==> config.mk <==
export PLATFORM = sky130hd
export DESIGN_NAME = mips_reg_file
export DESIGN_NICKNAME = d
export VERILOG_FILES = /design/src/rtl/mips_pkg.sv /design/src/rtl/mips_reg_read_port.sv /design/src/rtl/mips_reg_file.sv
export SDC_FILE = /design/constraint.sdc
export NUM_CORES = 2
export LEC_CHECK = 0
export CAP_MARGIN = 20
export CORE_UTILIZATION = 40
export CTS_CLUSTER_SIZE = 40
export DETAILED_ROUTE_END_ITERATION = 6
export PLACE_DENSITY = 0.53
export SLEW_MARGIN = 20
export SYNTH_ARGS = -nofsm -noshare
export SYNTH_HDL_FRONTEND = slang
export SYNTH_SLANG_ARGS = --single-unit
export TNS_END_PERCENT = 30
==> constraint.sdc <==
create_clock -name clk -period 12.47 [get_ports clk]
set_input_delay 3.741 -clock clk [delete_from_list [all_inputs] [get_ports clk]]
set_output_delay 3.741 -clock clk [all_outputs]
set_load 0.01 [all_outputs]
==> src/rtl/mips_pkg.sv <==
// Shared MIPS datapath definitions: architectural register numbers, the
// default datapath width and the RegDst encoding used by the destination mux
// that feeds the register file write port.
package mips_pkg;

    // Default architectural datapath width
    localparam int MIPS_DATA_W = 32;

    // Number of general-purpose registers and address width
    localparam int NUM_REGS = 32;
    localparam int REG_AW   = 5;

    // Architectural register numbers with special meaning
    localparam logic [REG_AW-1:0] REG_ZERO = 5'd0;
    localparam logic [REG_AW-1:0] REG_GP   = 5'd28;
    localparam logic [REG_AW-1:0] REG_SP   = 5'd29;
    localparam logic [REG_AW-1:0] REG_RA   = 5'd31;

    // Write-destination select driven by the RegDst/Jump control
    typedef enum logic [1:0] {
        REGDST_RT = 2'b00,
        REGDST_RD = 2'b01,
        REGDST_RA = 2'b10
    } regdst_e;

    // True when the address names the hardwired $zero register
    function automatic logic is_zero_reg(input logic [REG_AW-1:0] addr);
        return (addr == REG_ZERO);
    endfunction

    // Destination register chosen by the RegDst encoding
    function automatic logic [REG_AW-1:0] regdst_sel(
        input regdst_e           sel,
        input logic [REG_AW-1:0] rt,
        input logic [REG_AW-1:0] rd
    );
        logic [REG_AW-1:0] dst;
        dst = rt;
        case (sel)
            REGDST_RT: dst = rt;
            REGDST_RD: dst = rd;
            REGDST_RA: dst = REG_RA;
            default:   dst = rt;
        endcase
        return dst;
    endfunction

endpackage

==> src/rtl/mips_reg_read_port.sv <==
// One combinational read port of the register file. Selects a stored
// register, optionally replaces it with the write-port data when the write
// targets the same address this cycle, and always returns zero for $zero.
module mips_reg_read_port
    import mips_pkg::*;
#(
    parameter int DATA_W = MIPS_DATA_W
) (
    input  logic [REG_AW-1:0] addr_i,
    input  logic [DATA_W-1:0] regs_i [NUM_REGS],
    input  logic              byp_en_i,
    input  logic [REG_AW-1:0] byp_addr_i,
    input  logic [DATA_W-1:0] byp_data_i,
    output logic [DATA_W-1:0] data_o
);

    logic byp_hit;

    // Forwarding is only meaningful for a real (non-$zero) committed write
    assign byp_hit = byp_en_i && (byp_addr_i == addr_i) && !is_zero_reg(addr_i);

    // Read mux: $zero forced low, then forwarded data, then stored value
    always_comb begin
        data_o = regs_i[addr_i];
        if (is_zero_reg(addr_i)) begin
            data_o = '0;
        end else if (byp_hit) begin
            data_o = byp_data_i;
        end
    end

endmodule

==> src/rtl/mips_reg_file.sv <==
// 32 x DATA_W MIPS general-purpose register file with two combinational read
// ports, one synchronous write port, a non-forwarding debug read port for the
// board display, and last-write / saturating write-count debug state.
module mips_reg_file
    import mips_pkg::*;
#(
    parameter int              DATA_W  = MIPS_DATA_W,
    parameter logic [31:0]     SP_INIT = 32'h0000_3FFC,
    parameter logic [31:0]     GP_INIT = 32'h0000_1800,
    parameter bit              BYPASS  = 1'b1,
    parameter int              CNT_W   = 16
) (
    input  logic              clk,
    input  logic              rst,
    input  logic [4:0]        rs_addr,
    input  logic [4:0]        rt_addr,
    input  logic [4:0]        wr_addr,
    input  logic [DATA_W-1:0] wr_data,
    input  logic              RegWrite,
    input  logic [4:0]        dbg_addr,
    output logic [DATA_W-1:0] rs_data,
    output logic [DATA_W-1:0] rt_data,
    output logic [DATA_W-1:0] dbg_data,
    output logic [4:0]        last_wr_addr,
    output logic [DATA_W-1:0] last_wr_data,
    output logic [CNT_W-1:0]  wr_count
);

    logic [DATA_W-1:0] regs_q [NUM_REGS];
    logic [DATA_W-1:0] regs_d [NUM_REGS];
    logic [4:0]        last_addr_q, last_addr_d;
    logic [DATA_W-1:0] last_data_q, last_data_d;
    logic [CNT_W-1:0]  cnt_q, cnt_d;

    logic wr_commit;
    logic byp_en;

    // Power-on / reset contents: $gp and $sp start at their stack/global
    // pointers so software can run without an init sequence.
    function automatic logic [DATA_W-1:0] reset_val(input int idx);
        logic [DATA_W-1:0] v;
        v = '0;
        if (idx == int'(REG_GP)) v = DATA_W'(GP_INIT);
        if (idx == int'(REG_SP)) v = DATA_W'(SP_INIT);
        return v;
    endfunction

    // Count up by one, holding at all-ones instead of wrapping
    function automatic logic [CNT_W-1:0] sat_inc(input logic [CNT_W-1:0] c);
        return (c == '1) ? c : c + CNT_W'(1);
    endfunction

    // A write only takes effect outside reset and never to $zero; with
    // RegWrite low an unknown wr_addr cannot make this true.
    assign wr_commit = RegWrite && !rst && !is_zero_reg(wr_addr);
    assign byp_en    = BYPASS && wr_commit;

    // Next-state for storage and debug tracking on a committed write
    always_comb begin
        regs_d      = regs_q;
        last_addr_d = last_addr_q;
        last_data_d = last_data_q;
        cnt_d       = cnt_q;
        if (wr_commit) begin
            regs_d[wr_addr] = wr_data;
            last_addr_d     = wr_addr;
            last_data_d     = wr_data;
            cnt_d           = sat_inc(cnt_q);
        end
    end

    // State register; reset overrides any write in the same cycle
    always_ff @(posedge clk) begin
        if (rst) begin
            for (int i = 0; i < NUM_REGS; i++) begin
                regs_q[i] <= reset_val(i);
            end
            last_addr_q <= '0;
            last_data_q <= '0;
            cnt_q       <= '0;
        end else begin
            regs_q      <= regs_d;
            last_addr_q <= last_addr_d;
            last_data_q <= last_data_d;
            cnt_q       <= cnt_d;
        end
    end

    // Flag an enabled write whose destination is unknown
    always_ff @(posedge clk) begin
        if (!rst && RegWrite) begin
            assert (!$isunknown(wr_addr));
        end
    end

    mips_reg_read_port #(.DATA_W(DATA_W)) u_rs_port (
        .addr_i     (rs_addr),
        .regs_i     (regs_q),
        .byp_en_i   (byp_en),
        .byp_addr_i (wr_addr),
        .byp_data_i (wr_data),
        .data_o     (rs_data)
    );

    mips_reg_read_port #(.DATA_W(DATA_W)) u_rt_port (
        .addr_i     (rt_addr),
        .regs_i     (regs_q),
        .byp_en_i   (byp_en),
        .byp_addr_i (wr_addr),
        .byp_data_i (wr_data),
        .data_o     (rt_data)
    );

    // Debug view always shows committed state, so forwarding is tied off
    mips_reg_read_port #(.DATA_W(DATA_W)) u_dbg_port (
        .addr_i     (dbg_addr),
        .regs_i     (regs_q),
        .byp_en_i   (1'b0),
        .byp_addr_i (5'd0),
        .byp_data_i ({DATA_W{1'b0}}),
        .data_o     (dbg_data)
    );

    assign last_wr_addr = last_addr_q;
    assign last_wr_data = last_data_q;
    assign wr_count     = cnt_q;

endmodule

# [Word level (Yosys, flattened, before mapping)]
# Cells that the tools add are included.
[totals] register_bits=1077 inputBits=55 output_inout_bits=149 word_cells=82
[op_classes] addsub=1 order_cmp=5 n_eq_ne=3 n_mux=17 bitwise=5 reduce_logical=16
[op_table] op="bitwise mux 1024 bit" n=1
[op_table] op="binary-select mux 32 bit (select 5 bit)" n=3
[op_table] op="two-way mux 32 bit" n=12
[op_table] op="demux 32 bit (select 5 bit)" n=1
[op_table] op="greater-or-equal comparator 6 bit, second input constant" n=4
[op_table] op="NOT 5 -> 6 bit" n=4
[op_table] op="zero test 5 bit" n=4
[op_table] op="adder 16 x 1 -> 16 bit, second input constant" n=1
[op_table] op="equality test 16 bit, second input constant" n=1
[op_table] op="equality test 5 bit" n=2
[op_table] op="logical AND 1 bit" n=7
[op_table] op="< comparator 6 x 1 -> 1 bit, second input constant" n=1
[op_table] op="zero test 1 bit" n=4
[op_table] op="AND reduction 2 bit" n=1
[op_table] op="NOT 1 bit" n=1

# [Depth between registers and ports, before layout]
[logic_depth] depth_word=7 depth_mapped=9 ltp_nobuf=6

# [Hierarchy]
# From an unflattened synthesis, not the netlist that was laid out.
[unflattened] cells_unflattened=7403 area_unflattened_um2=64922.3
[modules_own_cells] mod="mips_reg_file" n_inst=1 cells_per_inst=4778 area_per_inst_um2=37734.9
[modules_own_cells] mod="mips_reg_read_port" n_inst=3 cells_per_inst=875 area_per_inst_um2=9062.4

# [Worst setup path after synthesis]
# Ideal clock, no wire load.
[synth_path] path_kind="input port to output port" start="in dbg_addr[1]" end="out dbg_data[0]" arrival_ps=5400 t_required_ps=8729 path_slack_ps=3329 stages=8 path_cell_list="buf_2 buf_6 clkbuf_1 buf_2 mux4_2 mux4_2 nand2_1 o21ai_1"
[synth_between] elab_chain_len=5 word_cells_on_any_way=6
[synth_rtl] item="start: declaration" line="mips_reg_file.sv:20" text="input logic [4:0] dbg_addr,"
[synth_rtl] item="NOT 5 -> 6 bit (not written as such)" line="mips_reg_read_port.sv:24" text="data_o = regs_i[addr_i];"
[synth_rtl] item="binary-select mux 32 bit (select 5 bit)" line="mips_reg_read_port.sv:24"
[synth_rtl] item="two-way mux 32 bit (not written as such) (2 in series)" line="mips_reg_read_port.sv:24"
[synth_rtl] item="two-way mux 32 bit *" line="mips_reg_read_port.sv:25" text="if (is_zero_reg(addr_i)) begin"
[synth_rtl] item="end: declaration" line="mips_reg_file.sv:23" text="output logic [DATA_W-1:0] dbg_data,"
# Every way passes the cells marked *; elsewhere a longest branch is shown, timed or not. The select of a mux whose other input is x is not followed.

# [Final worst setup path]
[layout_path] start="in rs_addr[2]" end="out rs_data[21]"
[layout_between] elab_chain_len=6 word_cells_on_any_way=11
[layout_rtl] item="start: declaration" line="mips_reg_file.sv:15" text="input logic [4:0] rs_addr,"
[layout_rtl] item="NOT 5 -> 6 bit (not written as such)" line="mips_reg_read_port.sv:24"
[layout_rtl] item="binary-select mux 32 bit (select 5 bit)" line="mips_reg_read_port.sv:24"
[layout_rtl] item="two-way mux 32 bit (not written as such) (2 in series)" line="mips_reg_read_port.sv:24"
[layout_rtl] item="two-way mux 32 bit" line="mips_reg_read_port.sv:27" text="end else if (byp_hit) begin"
[layout_rtl] item="two-way mux 32 bit *" line="mips_reg_read_port.sv:25"
[layout_rtl] item="end: declaration" line="mips_reg_file.sv:21" text="output logic [DATA_W-1:0] rs_data,"
# Marks and branches as above.

==> run_results.csv <==
group,metric,value,unit
synth,syn_inst,6589,
timing,hold_viol,0,
synth,synth_area,63100,sq um
placement,io_buffers,203,
grt,grt_pass1_vias,52000,
run_status,status,"complete, no violations",
timing,max_freq,0.0868,GHz
placement,place_inst,8270,
synth,avgSynthCellArea,9.57,sq um
timing,finalMaxSlewViolations,0,
cts,clock_path_buffers,3,
synth,synth_flop_cell,"dfxtp_1",
pwr,clkPwrFrac,0.480,
pwr,p_sw,2.27,mW
synth,synth_top_area_frac,0.342,
synth,yosys_warnings,0,
worst_setup_path,r2r_setup_slack,10330,ps
routing,final_antenna_net_count,0,
cells_and_area,num-fill-cells,14900,
cts,cts_sinks,1077,
grt,grt_first_pass_wirelength,394000,um
grt,grt_overflow,0,
synth,syn_nets,6645,
timing,worst_slew_pin_slew,1250,ps
pwr,switching_share,0.269,
synth,synth_top_area_cell,"dfxtp_1",
floorplanning,start_util,0.403,
worst_setup_path,cp_max_fo,15,
cells_and_area,area_delta_synth_final,12.1,%
worst_setup_path,worst_setup_path_start_kind,"input port",
timing,fin_crit_sh,0.924,
timing,setup_viol,0,
timing,fin_setup_tns,0,ps
routing,vias,56400,
synth,synth_seq_cells,1077,
timing,finalClockSkew,3.30,ps
placement,hpwl,167000,um
floorplanning,dieHeight,399,um
pwr,seqPwrFrac,0.412,
worst_hold_path,hold_path_depth,2,
grt,grt_util_all_layers,0.346,
timing,fin_crit,11520,ps
worst_setup_path,worst-r2r-cell-count,5,
cts,hold_buffers,0,
pwr,leakage,23.8,nW
worst_hold_path,min_from,"last_wr_data[14]",
cts,cts_made_buffers,132,
cts,cts_root_buf,"clkbuf_16",
worst_setup_path,path_class,"input port to output pin",
routing,firstDrtPassIters,6,
cells_and_area,nNetsFinal,6402,
worst_setup_path,critPathRequiredTime,8730,ps
floorplanning,fp.dieW,399,um
routing,drt_iter0_drc,8742,
pwr,p_per_area,120,nW/um^2
routing,viasPerCell,6.63,
worst_setup_path,r2r_end,"wr_count[15]",
worst_setup_path,cp.arrival,7780,ps
cts,cts_tree,"built",
worst_hold_path,hold_end,"last_wr_data[14]",
synth,yosysMostFrequentCell,"nand2_1",
routing,avgRoutedWirePerCell,33.0,um
floorplanning,rows,145,
pwr,p_comb_frac,0.109,
pwr,internal-power,6.18,mW
cells_and_area,layoutNonFillerInstCount,8507,
placement,gp_congestion,0.907,
cts,cts-resized-gates,0,
floorplanning,io_pins,204,
synth,yosysUniqueCellTypes,52,
floorplanning,dieArea,159000,sq um
cts,path_clk_slew,50,ps
pwr,ir_worst_vdd,0.143,mV
synth,synth_common_cells,"nand2_1 (1457), dfxtp_1 (1077), a21oi_1 (823)",
synth,synth_edf_count,0,
timing,rsz0062_at_grt,"no",
grt,antenna_found_initial,15,
cts,htree_levels,4,
floorplanning,coreArea,156000,sq um
routing,routed_wl,281000,um
cts,cts_setup_buffers,0,
cts,insertion_delay,790,ps
routing,drc,0,
flow_run,cap_violations,0,
worst_setup_path,end_kind,"output pin",
grt,grt_max_degree,191,
worst_hold_path,min_path_type,"flip-flop to flip-flop",
synth,seq_area_frac_synth,0.342,
synth,async_flop_share,0,
worst_setup_path,regToRegStartpoint,"wr_count[2]",
timing,slew_headroom,0.167,
cells_and_area,final_layout_size_suffix_gt1_frac,0.183,
synth,synth_area_leaders,"dfxtp_1 (34%), mux4_2 (24%), mux2i_1 (9.0%)",
==> power by group through the flow <==
stage | clock [mW] | combinational [mW] | sequential [mW]
after global routing | 4.23 | 0.935 | 3.48
after global placement | 0 | 0.891 | 3.55
after CTS | 4.08 | 0.895 | 3.48
after floorplan | 0 | 0.528 | 3.55
after detailed placement | 0 | 0.893 | 3.55
final | 4.05 | 0.917 | 3.48
==> area by class of cell <==
type / count / area [sq um] / area share
diodes: 5 / 12.5 / 0.000177
clock buffers: 207 / 4120 / 0.0583
clock inverters: 25 / 349 / 0.00494
inverters: 38 / 143 / 0.00202
multi-input cells: 4704 / 38200 / 0.540
flip-flops and latches: 1077 / 21600 / 0.305
well taps: 2058 / 2570 / 0.0364
repair buffers: 393 / 3710 / 0.0526
==> registers in the layout (all words and copies together) (netlist names) <==
name / cells
regs_q: 1024
last_wr_data: 32
wr_count: 16
last_wr_addr: 5
==> through the flow <==
stage / instance area [sq um] / setup WS, ps / hold slack (ps) / power [mW] / utilization
CTS: 70600 / 1040 / 454 / 8.46 / 0.452
floorplan: 63100 / 3330 / 453 / 4.08 / -
global route: 70700 / 965 / 466 / 8.64 / 0.452
global placement: 66100 / 1080 / 441 / 4.44 / 0.423
finish: 70700 / 950 / 451 / 8.45 / 0.452
detailed placement: 66200 / 1060 / 447 / 4.45 / 0.423
==> placed cells by master, fill, tap and decap left out, drive strengths merged, types with 45 or more instances in the layout <==
master / instances
clkbuf: 207
mux2i: 566
a21boi: 45
a22oi: 282
buf: 204
nand2: 1457
clkdlybuf4s50: 189
nor2: 293
o221a: 64
nand3: 185
mux4: 678
o211ai: 66
o21ai: 98
a21oi: 824
dfxtp: 1077
==> how the worst max path moves through the flow <==
stage	from	end	slack, ps
2_1_floorplan	dbg_addr[1]	dbg_data[0]	3330
3_5_place_dp	rs_addr[2]	rs_data[21]	1060
5_1_grt	rs_addr[2]	rs_data[24]	960
4_1_cts	rs_addr[2]	rs_data[21]	1040
3_3_place_gp	rs_addr[2]	rs_data[21]	1080
6_report	rs_addr[2]	rs_data[21]	950
==> cell families (layout without fill, tap and decap cells) <==
| group | after synthesis | count (layout) | synth area share |
|---|---|---|---|
| simple gates | 2028 | 2028 | 0.129 |
| compound gates | 1409 | 1409 | 0.135 |
| mux | 1245 | 1245 | 0.332 |
| flops | 1077 | 1077 | 0.342 |
| buf+inv | 808 | 663 | 0.0585 |
| xor+xnor | 21 | 21 | 0.00292 |
| fa+ha+maj | 1 | 1 | 0.000198 |
| other cells | 0 | 5 | 0 |
==> critical path, cell delays in order <==
cell and delay, ps:
clkdlybuf4s50_1 1130, and2_2 790, buf_4 400, buf_4 270, a22oi_1 110, a21oi_1 360
o221a_1 370, clkdlybuf4s50_1 580
==> metal layers <==
layer / part of all wire / track usage / vias to the layer above
met4: 0.057 / 0.173 / 6
met5: 0.00012 / 0.000605 / -
met3: 0.12 / 0.0963 / 744
met2: 0.42 / 0.499 / 3863
li1: - / - / 23500
met1: 0.40 / 0.473 / 28300
Power figures use the tool's default switching activity.
